<file path="config.mk">
export PLATFORM = sky130hd
export DESIGN_NAME = imem_loader
export DESIGN_NICKNAME = d
export VERILOG_FILES = /design/src/rtl/pipeline_pkg.sv /design/src/rtl/byte_packer.sv /design/src/rtl/imem_loader.sv
export SDC_FILE = /design/constraint.sdc
export NUM_CORES = 1
export LEC_CHECK = 0
export BUFFER_PORTS_ARGS = -buffer_cell sky130_fd_sc_hd__buf_2
export CORE_MARGIN = 3
export CORE_UTILIZATION = 52
export DETAILED_ROUTE_END_ITERATION = 16
export GPL_TIMING_DRIVEN = 0
export PLACE_DENSITY_LB_ADDON = 0.25
export RECOVER_POWER = 100
export SYNTH_ARGS = -nofsm -noshare
export SYNTH_HDL_FRONTEND = slang
export SYNTH_SLANG_ARGS = --single-unit
</file>
<file path="constraint.sdc">
create_clock -name clock -period 2.75 [get_ports clock]
set_input_delay 0.275 -clock clock [delete_from_list [all_inputs] [get_ports clock]]
set_output_delay 0.275 -clock clock [all_outputs]
set_load 0.05 [all_outputs]
</file>
<file path="src/rtl/pipeline_pkg.sv">
// Shared types and widths for the instruction-memory loader slice.
// Latency: n/a (constants and the loader state encoding only).
// Backpressure: n/a.
package pipeline_pkg;

  localparam int BYTE_W = 8;
  localparam int HDR_W  = 16;
  localparam int WORD_W = 32;

  typedef enum logic [2:0] {
    IDLE  = 3'd0,
    HDR0  = 3'd1,
    HDR1  = 3'd2,
    LOAD  = 3'd3,
    WRITE = 3'd4,
    CHECK = 3'd5,
    DONE  = 3'd6,
    ERR   = 3'd7
  } ld_state_e;

endpackage

</file>
<file path="src/rtl/byte_packer.sv">
// byte_packer: gathers four accepted bytes MSB first into one 32-bit word.
// Latency: word_vld_o is combinational with the 4th byte; the word includes that byte.
// Backpressure: none inside; the caller only presents bytes it has accepted.
module byte_packer
  import pipeline_pkg::*;
(
  input  logic              clk_i,
  input  logic              rst_ni,
  input  logic              clr_i,
  input  logic              byte_vld_i,
  input  logic [BYTE_W-1:0] byte_dat_i,
  output logic              word_vld_o,
  output logic [WORD_W-1:0] word_dat_o
);

  logic [WORD_W-BYTE_W-1:0] shift_q, shift_d;
  logic [1:0]               cnt_q, cnt_d;

  // Shift in each accepted byte; the 2-bit count wraps to 0 after the 4th byte.
  always_comb begin
    shift_d = shift_q;
    cnt_d   = cnt_q;
    if (clr_i) begin
      shift_d = '0;
      cnt_d   = '0;
    end else if (byte_vld_i) begin
      shift_d = {shift_q[WORD_W-2*BYTE_W-1:0], byte_dat_i};
      cnt_d   = cnt_q + 2'd1;
    end
  end

  // Partial word is dropped on reset.
  always_ff @(posedge clk_i or negedge rst_ni) begin
    if (!rst_ni) begin
      shift_q <= '0;
      cnt_q   <= '0;
    end else begin
      shift_q <= shift_d;
      cnt_q   <= cnt_d;
    end
  end

  assign word_vld_o = byte_vld_i && (cnt_q == 2'd3);
  assign word_dat_o = {shift_q, byte_dat_i};

endmodule

</file>
<file path="src/rtl/imem_loader.sv">
// imem_loader: loads a 16-bit-length-prefixed byte image into instruction memory, holding the CPU meanwhile.
// Latency: mem_we pulses for one cycle, the cycle after a word's 4th byte is accepted.
// Backpressure: byte_ready only in HDR0/HDR1/LOAD/CHECK; CHECK trailer exists only with IMEM_LOADER_CHECKSUM_EN.
module imem_loader
  import pipeline_pkg::*;
#(
  parameter int          DEPTH     = 64,
  parameter logic [31:0] BASE_ADDR = 32'h0000_0000
) (
  input  logic        clock,
  input  logic        reset,
  input  logic        start,
  input  logic [7:0]  byte_in,
  input  logic        byte_valid,
  output logic        byte_ready,
  output logic        mem_we,
  output logic [31:0] mem_addr,
  output logic [31:0] mem_wdata,
  output logic        cpu_hold,
  output logic        done,
  output logic        error
);

  localparam logic [HDR_W-1:0] DEPTH_W = HDR_W'(DEPTH);

  ld_state_e         state_q, state_d;
  logic [HDR_W-1:0]  cnt_q, cnt_d;
  logic [HDR_W-1:0]  idx_q, idx_d;
  logic [HDR_W-1:0]  idx_inc, n_w;
  logic [WORD_W-1:0] addr_q, addr_d;
  logic [WORD_W-1:0] wdata_q, wdata_d;
  logic [WORD_W-1:0] pk_word;
  logic              acc, load_acc, pk_vld, pk_clr;

  assign byte_ready = (state_q == HDR0) || (state_q == HDR1) ||
                      (state_q == LOAD) || (state_q == CHECK);
  assign acc        = byte_valid && byte_ready;
  assign load_acc   = acc && (state_q == LOAD);
  assign idx_inc    = idx_q + HDR_W'(1);
  assign n_w        = {cnt_q[HDR_W-1:BYTE_W], byte_in};

  byte_packer u_packer (
    .clk_i      (clock),
    .rst_ni     (reset),
    .clr_i      (pk_clr),
    .byte_vld_i (load_acc),
    .byte_dat_i (byte_in),
    .word_vld_o (pk_vld),
    .word_dat_o (pk_word)
  );

`ifdef IMEM_LOADER_CHECKSUM_EN
  logic [BYTE_W-1:0] csum_q, csum_d;

  // Running XOR of payload bytes, restarted with every session.
  always_comb begin
    csum_d = csum_q;
    if (pk_clr) begin
      csum_d = '0;
    end else if (load_acc) begin
      csum_d = csum_q ^ byte_in;
    end
  end

  // Checksum register.
  always_ff @(posedge clock or negedge reset) begin
    if (!reset) begin
      csum_q <= '0;
    end else begin
      csum_q <= csum_d;
    end
  end
`endif

  // Session sequencing: header, word assembly, write strobe, optional trailer check.
  always_comb begin
    state_d = state_q;
    cnt_d   = cnt_q;
    idx_d   = idx_q;
    addr_d  = addr_q;
    wdata_d = wdata_q;
    pk_clr  = 1'b0;
    case (state_q)
      IDLE, DONE, ERR: begin
        if (start) begin
          state_d = HDR0;
          cnt_d   = '0;
          idx_d   = '0;
          pk_clr  = 1'b1;
        end
      end
      HDR0: begin
        if (acc) begin
          cnt_d   = {byte_in, {BYTE_W{1'b0}}};
          state_d = HDR1;
        end
      end
      HDR1: begin
        if (acc) begin
          cnt_d   = n_w;
          state_d = ((n_w == '0) || (n_w > DEPTH_W)) ? ERR : LOAD;
        end
      end
      LOAD: begin
        if (pk_vld) begin
          wdata_d = pk_word;
          addr_d  = BASE_ADDR + (WORD_W'(idx_q) << 2);
          state_d = WRITE;
        end
      end
      WRITE: begin
        idx_d = idx_inc;
        if (idx_inc < cnt_q) begin
          state_d = LOAD;
        end else begin
`ifdef IMEM_LOADER_CHECKSUM_EN
          state_d = CHECK;
`else
          state_d = DONE;
`endif
        end
      end
`ifdef IMEM_LOADER_CHECKSUM_EN
      CHECK: begin
        if (acc) begin
          state_d = (byte_in == csum_q) ? DONE : ERR;
        end
      end
`endif
      default: state_d = IDLE;
    endcase
  end

  // State, counters and the held write address/data.
  always_ff @(posedge clock or negedge reset) begin
    if (!reset) begin
      state_q <= IDLE;
      cnt_q   <= '0;
      idx_q   <= '0;
      addr_q  <= BASE_ADDR;
      wdata_q <= '0;
    end else begin
      state_q <= state_d;
      cnt_q   <= cnt_d;
      idx_q   <= idx_d;
      addr_q  <= addr_d;
      wdata_q <= wdata_d;
    end
  end

  assign mem_we    = (state_q == WRITE);
  assign mem_addr  = addr_q;
  assign mem_wdata = wdata_q;
  assign cpu_hold  = (state_q != DONE);
  assign done      = (state_q == DONE);
  assign error     = (state_q == ERR);

endmodule

</file>
Word-level counts from Yosys, hierarchy flattened
Cells that the tools add are included.
{"block": "totals", "register_bits": 109, "out_inout_bits": 69, "wordCells": 63}
{"block": "classes", "add_sub_neg": 2, "n_lt_le_gt_ge": 2, "eq_ne": 13, "n_mux": 18, "bitwise": 1, "reduce_logical": 19}
{"op": "$mux W24", "n": 2}
{"op": "$pmux W16 S3", "n": 1}
{"op": "$mux W16", "n": 2}
{"op": "$pmux W16 S2", "n": 1}
{"op": "$mux W3", "n": 6}
{"op": "$add A16 B1 Y16 const B", "n": 1}
{"op": "$gt A16 B7 Y1 const B", "n": 1}
{"op": "$logic_not A16 Y1", "n": 1}
{"op": "$lt A16 B16 Y1", "n": 1}
{"op": "$pmux W3 S5", "n": 1}
{"op": "$eq A3 B3 Y1 const B", "n": 4}
{"op": "$reduce_and A4 Y1", "n": 3}
{"op": "$mux W8", "n": 1}
{"op": "$ne A2 B2 Y1 const B", "n": 4}
{"op": "$eq A3 B2 Y1 const B", "n": 2}
{"op": "$reduce_bool A2 Y1", "n": 3}
{"op": "$logic_or A1 B1 Y1", "n": 4}
{"op": "$mux W2", "n": 2}
{"op": "$reduce_and A2 Y1", "n": 2}
{"op": "$eq A3 B1 Y1 const B", "n": 1}
{"op": "$logic_and A1 B1 Y1", "n": 3}
{"op": "$logic_not A3 Y1", "n": 1}
{"op": "$ne A3 B3 Y1 const B", "n": 1}
{"op": "$reduce_bool A3 Y1", "n": 1}
{"op": "5 further kinds", "n": 6}

Logic depth before layout (Yosys ltp)
Gate-level depths: netlist of run 1.
{"block": "logic_depth", "depth_word": 9, "depth_mapped": 11, "ltp_nobuf": 11}

Cells and area by module
A second synthesis of run 1 with hierarchy kept.
{"block": "hier_totals", "hier_cells": 494, "area_unflattened_um2": 5464.0}
{"module": "imem_loader", "instances": 1, "cells_each": 400, "area_each_um2": 4310.4, "seq_area_each_um2": 2077.0}
{"module": "byte_packer", "instances": 1, "cells_each": 94, "area_each_um2": 1153.6, "seq_area_each_um2": 650.6}

Least setup slack after synthesis of run 1
OpenSTA, ideal clock, no wires.
{"block": "synth_path", "kind": "register to register", "from": "register idx_q[0]", "to": "register state_q[0]", "setup_time_ns": 0.119, "t_arrival_ns": 2.453, "required_ns": 2.631, "slack_ns": 0.178, "stages_incl_launch_ff": 12, "path_cell_list": "dfrtp_1 > ha_1 > nand4_1 > nor4_2 > and3_1 > xor2_1 > ha_1 > nand4_1 > nor4_2 > a22oi_1 > o211a_1 > nor2b_1"}
{"block": "synth_via", "elab_chain_len": 4}
{"element": "start, declared", "line_no": "imem_loader.sv:28", "text": "logic [HDR_W-1:0] idx_q, idx_d;"}
{"element": "start signal, assigned", "line_no": "imem_loader.sv:145", "text": "idx_q <= idx_d;"}
{"element": "$add A16 B1 Y16", "line_no": "imem_loader.sv:39", "text": "assign idx_inc = idx_q + HDR_W'(1);"}
{"element": "$lt A16 B16 Y1", "line_no": "imem_loader.sv:113", "text": "if (idx_inc < cnt_q) begin"}
{"element": "$mux W3", "line_no": "imem_loader.sv:113"}
{"element": "$pmux W3 S5", "line_no": "imem_loader.sv:83", "text": "case (state_q)"}
{"element": "end signal, assigned", "line_no": "imem_loader.sv:143", "text": "state_q <= state_d;"}
{"element": "end, declared", "line_no": "imem_loader.sv:26", "text": "ld_state_e state_q, state_d;"}
Every way passes these cells.
A chain may end at the register's enable or synchronous reset.

Worst setup path in the final report of run 1
{"block": "layout_path", "from": "register idx_q[7]", "to": "register state_q[0]"}
The elaborated chain is that of the path after synthesis.

==> flow_summary.toml, run 1 <==
[sta]
finalCritPeriodShare_pct = 99.3
slew_headroom_pct = 15.6
timing.fmax_mhz = 366
fin_skew_ps = 12.5
rsz0062_at_grt = "true"
layout_min_cycle_time_ps = 2730
final_hold_viol_count = 0
setup_viol = 0
whs_ps = 205
drv_slew = 0
tightest_slew_ps = 1270

[yosys]
synth-seq-area-share_pct = 50.3
syn_inst = 507
synth-seq-cells = 109
synth_edf_count = 0
syn_area_um2 = 5420
avgSynthCellArea_um2 = 10.7
yosys_warnings = 0
synth_ff_type = "dfrtp_1"
ys_types = 48
async_reset_ff_share_pct = 100

[clock_network]
cts_buffers = 9
clock_path_buffers = 2
cts_root_buf = "clkbuf_8"
clkTransAtPathRegs_ps = 110
clk_latency_ps = 370
cts_sinks = 109
cts_tree = "done"
h-tree-depth = 3

[worst_setup_path]
cp_max_fo = 8
crit_family = "simple AND/OR/NAND/NOR gates"
path_cells = "buf_6, nand4_1, nor4_4, and3_4, xor2_1, ha_1, nand4_1, nor4_2, nand3_1, o211a_1, nor2b_4"
cpPeakStageDelay_ps = 360
cp_common_cell = "nand4_1"
endpoint_kind = "register"
start_kind = "register"
r2r_cells = 11
critPathSlowestCell = "dfrtp_1"
path_buf_inv = 1
worstPathArrival_ps = 2990
worstSetupPathType = "reg -> reg"
required_ps = 3010
cp.depth = 11

[placement]
dp_hpwl_mm = 8.33
dp_cells = 720
place.gp.congestion = 0.873
port_buffers = 64
dpl-instance-area_um2 = 5990

[route]
num_vias = 4036
wl_per_cell_um = 15.7
met3_length_um = 476
ant_nets = 0
drt-pass1-iter-count = 4
highest-signal-layer = "met4"
drt_iter0_markers = 187
dr_wl_met2_mm = 6.04
wirelength_mm = 11.9
drc_errors = 0
vias_per_cell = 5.35
wl_met1_mm = 5.16

[floorplan]
die_y_um = 108
die_area_um2 = 11700
dieWidth_um = 108
coreArea_um2 = 9950
ios = 81
rows = 36
start_util_pct = 54.4

[layout]
antennaDiodeCount = 0
post-route-cell-area_um2 = 6190
layout.cells.non_filler = 754
fillerInstances = 874
drive_gt1_share_pct = 18.2
nets = 646
syn2layout_area_growth_pct = 14.3

[flow_run]
cap_violations = 0

[hold_path]
hold_path_class = "in -> reg"
hold_path_depth = 3

[power_and_ir_drop]
power_mw = 5.84
vdd_drop_max_v = 0.000474
p_leak_nw = 3.03
power_density_nw_per_um2 = 944

[global_routing]
grt_pass1_wl_mm = 19.3
grt_pass1_vias = 3931
grt_use_total_pct = 20.8
antenna_found_initial = 0
grt_overflow = 0
grt_max_degree = 57

[run_status]
status = "finished clean"
metrics by stage:
stage                     worst slack (ps)  setup TNS (ps)  util, %
final                                 17.9               0     62.2
after global routing                  -156            -291     62.2
after CTS                             16.9               0     62.6
after detailed placement              -292            -498     60.2
after global placement                -244            -399     59.9
after floorplan                        178               0        -
per-layer routing:
| layer | GRT usage [%] | vias to the layer above |
|---|---|---|
| li1 | - | 1938 |
| met1 | 26.5 | 1972 |
| met2 | 36.5 | 106 |
| met3 | 3.76 | 20 |
| met4 | 5.77 | 0 |
| met5 | 0 | - |
timing repair:
item                                    4_1_cts  5_1_grt
hold endpoints to repair                     53        0
resized for setup                             4       25
pin swaps                                     4       14
hold buffers                                  1        0
buffers inserted                              4       14
endpoints found under the setup margin        2        2
worst min-delay path, delay by kind of cell:
| family | cells | cell delay (ps) |
|---|---|---|
| AND/OR/NAND/NOR | 1 | 60 |
| buffers and inverters | 1 | 140 |
| AO/OA/AOI/OAI | 1 | 50 |
cell usage after synthesis, types with 6 or more instances:
library cell | number | area, µm²
a21oi_1 | 41 | 205
buf_2 | 13 | 65.1
buf_4 | 17 | 128
clkbuf_1 | 7 | 26.3
dfrtp_1 | 109 | 2730
ha_1 | 17 | 213
inv_1 | 22 | 82.6
mux2_1 | 6 | 67.6
mux2_4 | 40 | 601
nand2_1 | 79 | 297
nand3_1 | 15 | 75.1
nand4_1 | 15 | 93.8
nor2_1 | 13 | 48.8
o21ai_0 | 37 | 185
o31ai_1 | 6 | 45.0
xnor2_1 | 11 | 96.3
placed cells by master (no fill, tap or decap), types with 3 or more instances in the layout:
cell type	instances
nor2_1	12
o21ai_0	37
nor3_1	4
nand3_1	15
a31oi_1	5
buf_6	4
buf_4	33
nand2_1	77
nand2b_1	3
clkbuf_1	62
conb_1	16
o31ai_1	6
nand4_1	15
inv_1	22
xnor2_1	10
clkbuf_8	9
ha_1	16
mux2_1	33
xor2_1	4
buf_2	25
mux2_4	13
dfrtp_1	107
a21oi_1	41
state kept, by name, indices dropped and copies added, names as in the netlist:
signal            cells
cnt_q                16
idx_q                16
mem_addr             16
mem_wdata            32
state_q               3
u_packer.cnt_q        2
u_packer.shift_q     24
kinds of logic after synthesis:
group	synth area share, %
simple gates	13.3
buf+inv	6.79
flops	50.3
xor+xnor	2.59
mux	12.7
other cells	0.0692
compound gates	10.3
fa+ha+maj	3.93
final timing paths:
kind	slack, ps	to	from
max	20	state_q[0]	idx_q[7]
min	200	u_packer.shift_q[1]	byte_in[1]
max reg2reg	20	state_q[0]	idx_q[7]
min reg2reg	490	mem_addr[6]	mem_addr[6]
max in group asynchronous	490	idx_q[0]	reset
min in group asynchronous	710	mem_wdata[6]	reset
power by group:
part	total (mW)	internal, mW	switching (mW)
clock	0.907	0.342	0.565
combinational	2.52	0.785	1.74
sequential	2.42	2.08	0.335
area by class of cell:
cell class,count,area [µm²],area share (%)
buffer,44,262,4.22
clock buffer,9,124,2.00
clock inverter,6,55.1,0.889
inverter,22,82.6,1.33
multi-input combinational,347,2350,38.0
sequential,109,2730,44.1
tap,133,166,2.69
timing repair buffer,84,417,6.73
No activity file was read; power rests on OpenSTA's default activity.
==> run 2: changes to the inputs <==
Clock period 2.75 ns to 2.45 ns, I/O delays scaled along.
==> run 2 against run 1 <==
Compared with the run above:
- the run now ends with setup timing left
- via count decreased by 1.4%
- highest routed layer unchanged
- sequential power increased by 12%
- global-route usage increased by 0.32 points
- non-clock buffer count decreased by 8
- critical path type unchanged
- total power increased by 15%
- core utilization decreased by 0.80 points
==> flow_summary.toml, run 2 (synthesis gave the netlist of run 1 again) <==
[run_status]
status = "finished, violations left"
violations = "setup timing"

[power_and_ir_drop]
vdd_drop_max_v = 0.000600
clock_power_share_pct = 17.3
p_sw_mw = 3.03
power_mw = 6.74
p_sw_share_pct = 45.0
power_density_nw_per_um2 = 1100
p_int_mw = 3.71
combPwrFrac_pct = 42.5
p_seq_share_pct = 40.2
p_leak_nw = 2.97

[sta]
tightest_slew_ps = 1260
fin_setup_tns_ps = -488
whs_ps = 162
fin_ws_ps = -189
fin_skew_ps = 13.0
finalCritPeriodShare_pct = 108
slew_headroom_pct = 15.8
final_hold_viol_count = 0
rsz0062_at_grt = "true"
layout_min_cycle_time_ps = 2640
drv_slew = 0
setup_viol = 8
timing.fmax_mhz = 379

[clock_network]
clock_path_buffers = 2
h-tree-depth = 3
clkTransAtPathRegs_ps = 120
clk_latency_ps = 380
cts_root_buf = "clkbuf_8"
cts_sinks = 109
cts_buffers = 9
cts_tree = "done"

[layout]
drive_gt1_share_pct = 16.1
multiInputGateArea_um2 = 2310
final_common_cell = "dfrtp_1"
syn2layout_area_growth_pct = 12.8
fillerInstances = 880
final_cell_mix = "107 x dfrtp_1, 79 x nand2_1, 60 x clkbuf_1"
final_util_pct = 61.4
regArea_um2 = 2730
nets = 638
antennaDiodeCount = 0
largest_register_ffs = 32

[global_routing]
grt_use_total_pct = 21.1
grt_pass1_vias = 3897
grt_overflow = 0
grt_pass1_wl_mm = 19.6
antenna_found_initial = 0
grt_max_degree = 58

[floorplan]
ios = 81
dieWidth_um = 108
coreArea_um2 = 9950
rows = 36
die_y_um = 108
start_util_pct = 54.4
die_area_um2 = 11700

[worst_setup_path]
worstPathArrival_ps = 2900
start_kind = "register"
endpoint_kind = "register"
worstSetupPathType = "reg -> reg"
required_ps = 2710
cp_max_fo = 3

[route]
wl_per_cell_um = 15.9
ant_nets = 0
drt_iter0_markers = 196
drc_errors = 0
num_vias = 3979
vias_per_cell = 5.33
drt-pass1-iter-count = 4
wirelength_mm = 11.9

[placement]
place.gp.congestion = 0.858
port_buffers = 64
post-place-ws_ps = -333
dp_hpwl_mm = 8.31

[flow_run]
cap_violations = 0

[hold_path]
hold_path_class = "in -> reg"
run 2: changes by cell type in the layout (fill, tap and decap cells not counted), sizes merged:
| cell | change |
|---|---|
| bufinv | +1 |
| clkbuf | +9 |
| inv | +2 |
| buf | -17 |
| clkinvlp | -2 |
run 2: power by group through the flow:
stage               combinational, mW  clock [mW]  sequential, mW
floorplan                        1.54           0            3.35
global placement                 2.80           0            2.73
detailed placement               2.87           0            2.76
CTS                              3.00        1.19            2.72
global route                     3.14        1.26            2.79
finish                           2.86        1.16            2.71
run 2: per-layer routing:
| metal | routed length, µm | part of all wire, % | track usage (%) | vias to the layer above |
|---|---|---|---|---|
| met1 | 5270 | 44 | 27.8 | 1943 |
| li1 | - | - | - | 1930 |
| met4 | 208 | 1.8 | 6.85 | 0 |
| met3 | 483 | 4.1 | 2.87 | 21 |
| met5 | 0 | 0 | 0 | - |
| met2 | 5900 | 50 | 36.3 | 85 |
run 2: critical path, stage by stage (launching register included):
cell and delay [ps]:
dfrtp_1 410, ha_4 150, nand4_1 180, nor4_4 350, and3_4 240, xor2_1 150
ha_1 260, buf_4 150, a21oi_2 120, nand2_1 80, a21oi_2 130, o211a_1 180
o221ai_1 110
run 2: worst paths after layout:
path	startpoint	to	slack [ps]	depth (start not counted)
setup / recovery	idx_q[1]	state_q[2]	-190	12
hold / removal	byte_in[2]	u_packer.shift_q[2]	160	3
setup reg to reg	idx_q[1]	state_q[2]	-190	12
hold reg to reg	mem_addr[6]	mem_addr[6]	490	2
max in group asynchronous	reset	idx_q[0]	220	3
min in group asynchronous	reset	mem_wdata[9]	660	2
run 2: final cells by class:
type	instances	share of cell area [%]
clock inverter	7	1.43
timing repair buffer	77	5.92
buffer	43	4.03
clock buffer	9	2.03
sequential	109	44.7
inverter	22	1.35
tap	133	2.72
multi-input combinational	347	37.8
run 2: metrics by stage:
stage | cell area [µm²] | std cells
2_1_floorplan | 5490 | 522
3_3_place_gp | 5970 | 719
3_5_place_dp | 6000 | 720
4_1_cts | 6300 | 743
5_1_grt | 6110 | 747
6_report | 6110 | 747
run 2: timing repair:
item / 4_1_cts / 5_1_grt
hold endpoints to repair: 52 / 0
buffers inserted: 7 / 4
pin swaps: 10 / 6
gates cloned: 0 / 0
resized for setup: 9 / 9
setup endpoints to repair: 2 / 3
hold buffers: 1 / 0
==> run 3: changes to the inputs <==
Settings changed: SKIP_CTS_REPAIR_TIMING set to 1.
==> run 3 against run 2 <==
Compared with the run above:
- the flow still finishes with violations (setup timing)
- worst setup slack lost 140 ps
- clock power is essentially flat
- register-to-register slack lost 140 ps
- combinational power shrank 2%
- non-clock buffer count shrank 3
- sequential share of layout area shrank 0.093 points
- core utilization grew 0.10 points
- cell area grew 0.16%
- sequential power is essentially flat
- highest routed layer unchanged
- final cell count shrank 0.40%
- largest power group unchanged
==> flow_summary.toml, run 3 (synthesis gave the netlist of run 1 again) <==
[global_routing]
antenna_found_initial = 0
grt_overflow = 0
grt_max_degree = 58
grt_use_total_pct = 20.9
grt_pass1_vias = 3841
grt_pass1_wl_mm = 19.3

[worst_setup_path]
required_ps = 2720
endpoint_kind = "register"
crit_start = "idx_q[0]"
cp_max_fo = 6
reg2reg_to = "state_q[0]"
ff2ff_setup_slack_ps = -330
start_kind = "register"
endpoint = "state_q[0]"
worstSetupPathType = "reg -> reg"
worstPathArrival_ps = 3050
r2r_cells = 11
r2r_start = "idx_q[0]"

[route]
ant_nets = 0
drt-pass1-iter-count = 5
vias_per_cell = 5.29
drt_iter0_markers = 175
num_vias = 3936
wirelength_mm = 11.7
drc_errors = 0
wl_per_cell_um = 15.7

[floorplan]
coreArea_um2 = 9950
ios = 81
die_area_um2 = 11700
die_y_um = 108
start_util_pct = 54.4
rows = 36
dieWidth_um = 108

[power_and_ir_drop]
p_sw_share_pct = 44.8
power_mw = 6.69
p_sw_mw = 3.00
p_int_mw = 3.69
power_density_nw_per_um2 = 1090
clock_power_share_pct = 17.4
combPwrFrac_pct = 41.9
p_seq_share_pct = 40.8
vdd_drop_max_v = 0.000504
p_leak_nw = 2.99

[layout]
fillerInstances = 868
final_util_pct = 61.5
drive_gt1_share_pct = 17.5
layout.cells.non_filler = 744
syn2layout_area_growth_pct = 13.0
final_cell_mix = "108 x dfrtp_1, 80 x nand2_1, 60 x clkbuf_1"
antennaDiodeCount = 0
post-route-cell-area_um2 = 6120
final_common_cell = "dfrtp_1"
nets = 635
largest_register_ffs = 32

[sta]
timing.fmax_mhz = 360
layout_min_cycle_time_ps = 2780
fin_ws_ps = -329
finalCritPeriodShare_pct = 113
fin_skew_ps = 8.14
final_hold_viol_count = 0
slew_headroom_pct = 15.7
rsz0062_at_grt = "true"
setup_viol = 6
drv_slew = 0
whs_ps = 173
fin_setup_tns_ps = -697
tightest_slew_ps = 1260

[clock_network]
cts_buffers = 9
clkTransAtPathRegs_ps = 110
clk_latency_ps = 370
cts_root_buf = "clkbuf_8"
h-tree-depth = 3
cts_tree = "done"
cts_sinks = 109
clock_path_buffers = 2

[flow_run]
cap_violations = 0

[hold_path]
hold_path_class = "in -> reg"
hold_path_depth = 3

[placement]
port_buffers = 64
dpl-instance-area_um2 = 6000
place.gp.congestion = 0.858
post-place-ws_ps = -333
dp_cells = 720
dp_hpwl_mm = 8.31

[run_status]
status = "finished, violations left"
violations = "setup timing"
run 3: changes by cell type in the layout (fill, tap and decap cells not counted), sizes merged:
cell,delta
buf,-5
clkbuf,+2
run 3: layout make-up:
class	count	area [µm²]	area share, %
sequential	109	2730	44.6
inverter	22	82.6	1.35
multi-input combinational	347	2350	38.4
timing repair buffer	73	332	5.42
clock buffer	9	124	2.02
clock inverter	7	87.6	1.43
buffer	44	249	4.07
tap	133	166	2.72
run 3: per-layer routing:
layer / up-vias / GRT usage [%] / share of wire (%)
li1: 1923 / - / -
met1: 1913 / 27.7 / 45
met2: 78 / 35.6 / 49
met3: 22 / 2.87 / 3.7
met4: 0 / 6.76 / 2.1
met5: - / 0 / 0
run 3: worst min-delay path by stage:
stage | end | from | slack (ps)
after floorplan | cnt_q[0] | reset | -50
after global placement | mem_addr[13] | mem_addr[13] | 470
after detailed placement | mem_wdata[9] | reset | 330
after CTS | mem_wdata[9] | reset | -90
after global routing | u_packer.shift_q[1] | byte_in[1] | 160
final | u_packer.shift_q[0] | byte_in[0] | 170
run 3: power by group through the flow:
| stage | Combinational, mW | Sequential (mW) | Clock [mW] |
|---|---|---|---|
| after global placement | 2.80 | 2.73 | 0 |
| final | 2.80 | 2.73 | 1.16 |
| after global routing | 3.06 | 2.81 | 1.26 |
| after CTS | 2.88 | 2.73 | 1.19 |
| after floorplan | 1.54 | 3.35 | 0 |
| after detailed placement | 2.87 | 2.76 | 0 |
run 3: worst max-delay path, cell delays in order, from the launching register on:
cell and delay (ps):
dfrtp_2 450, ha_4 160, nand4_1 180, nor4_4 400, and3_4 250, xor2_1 60
ha_1 330, nand4_1 190, nor4_4 210, nand3_1 120, o211a_1 170, nor2b_1 150
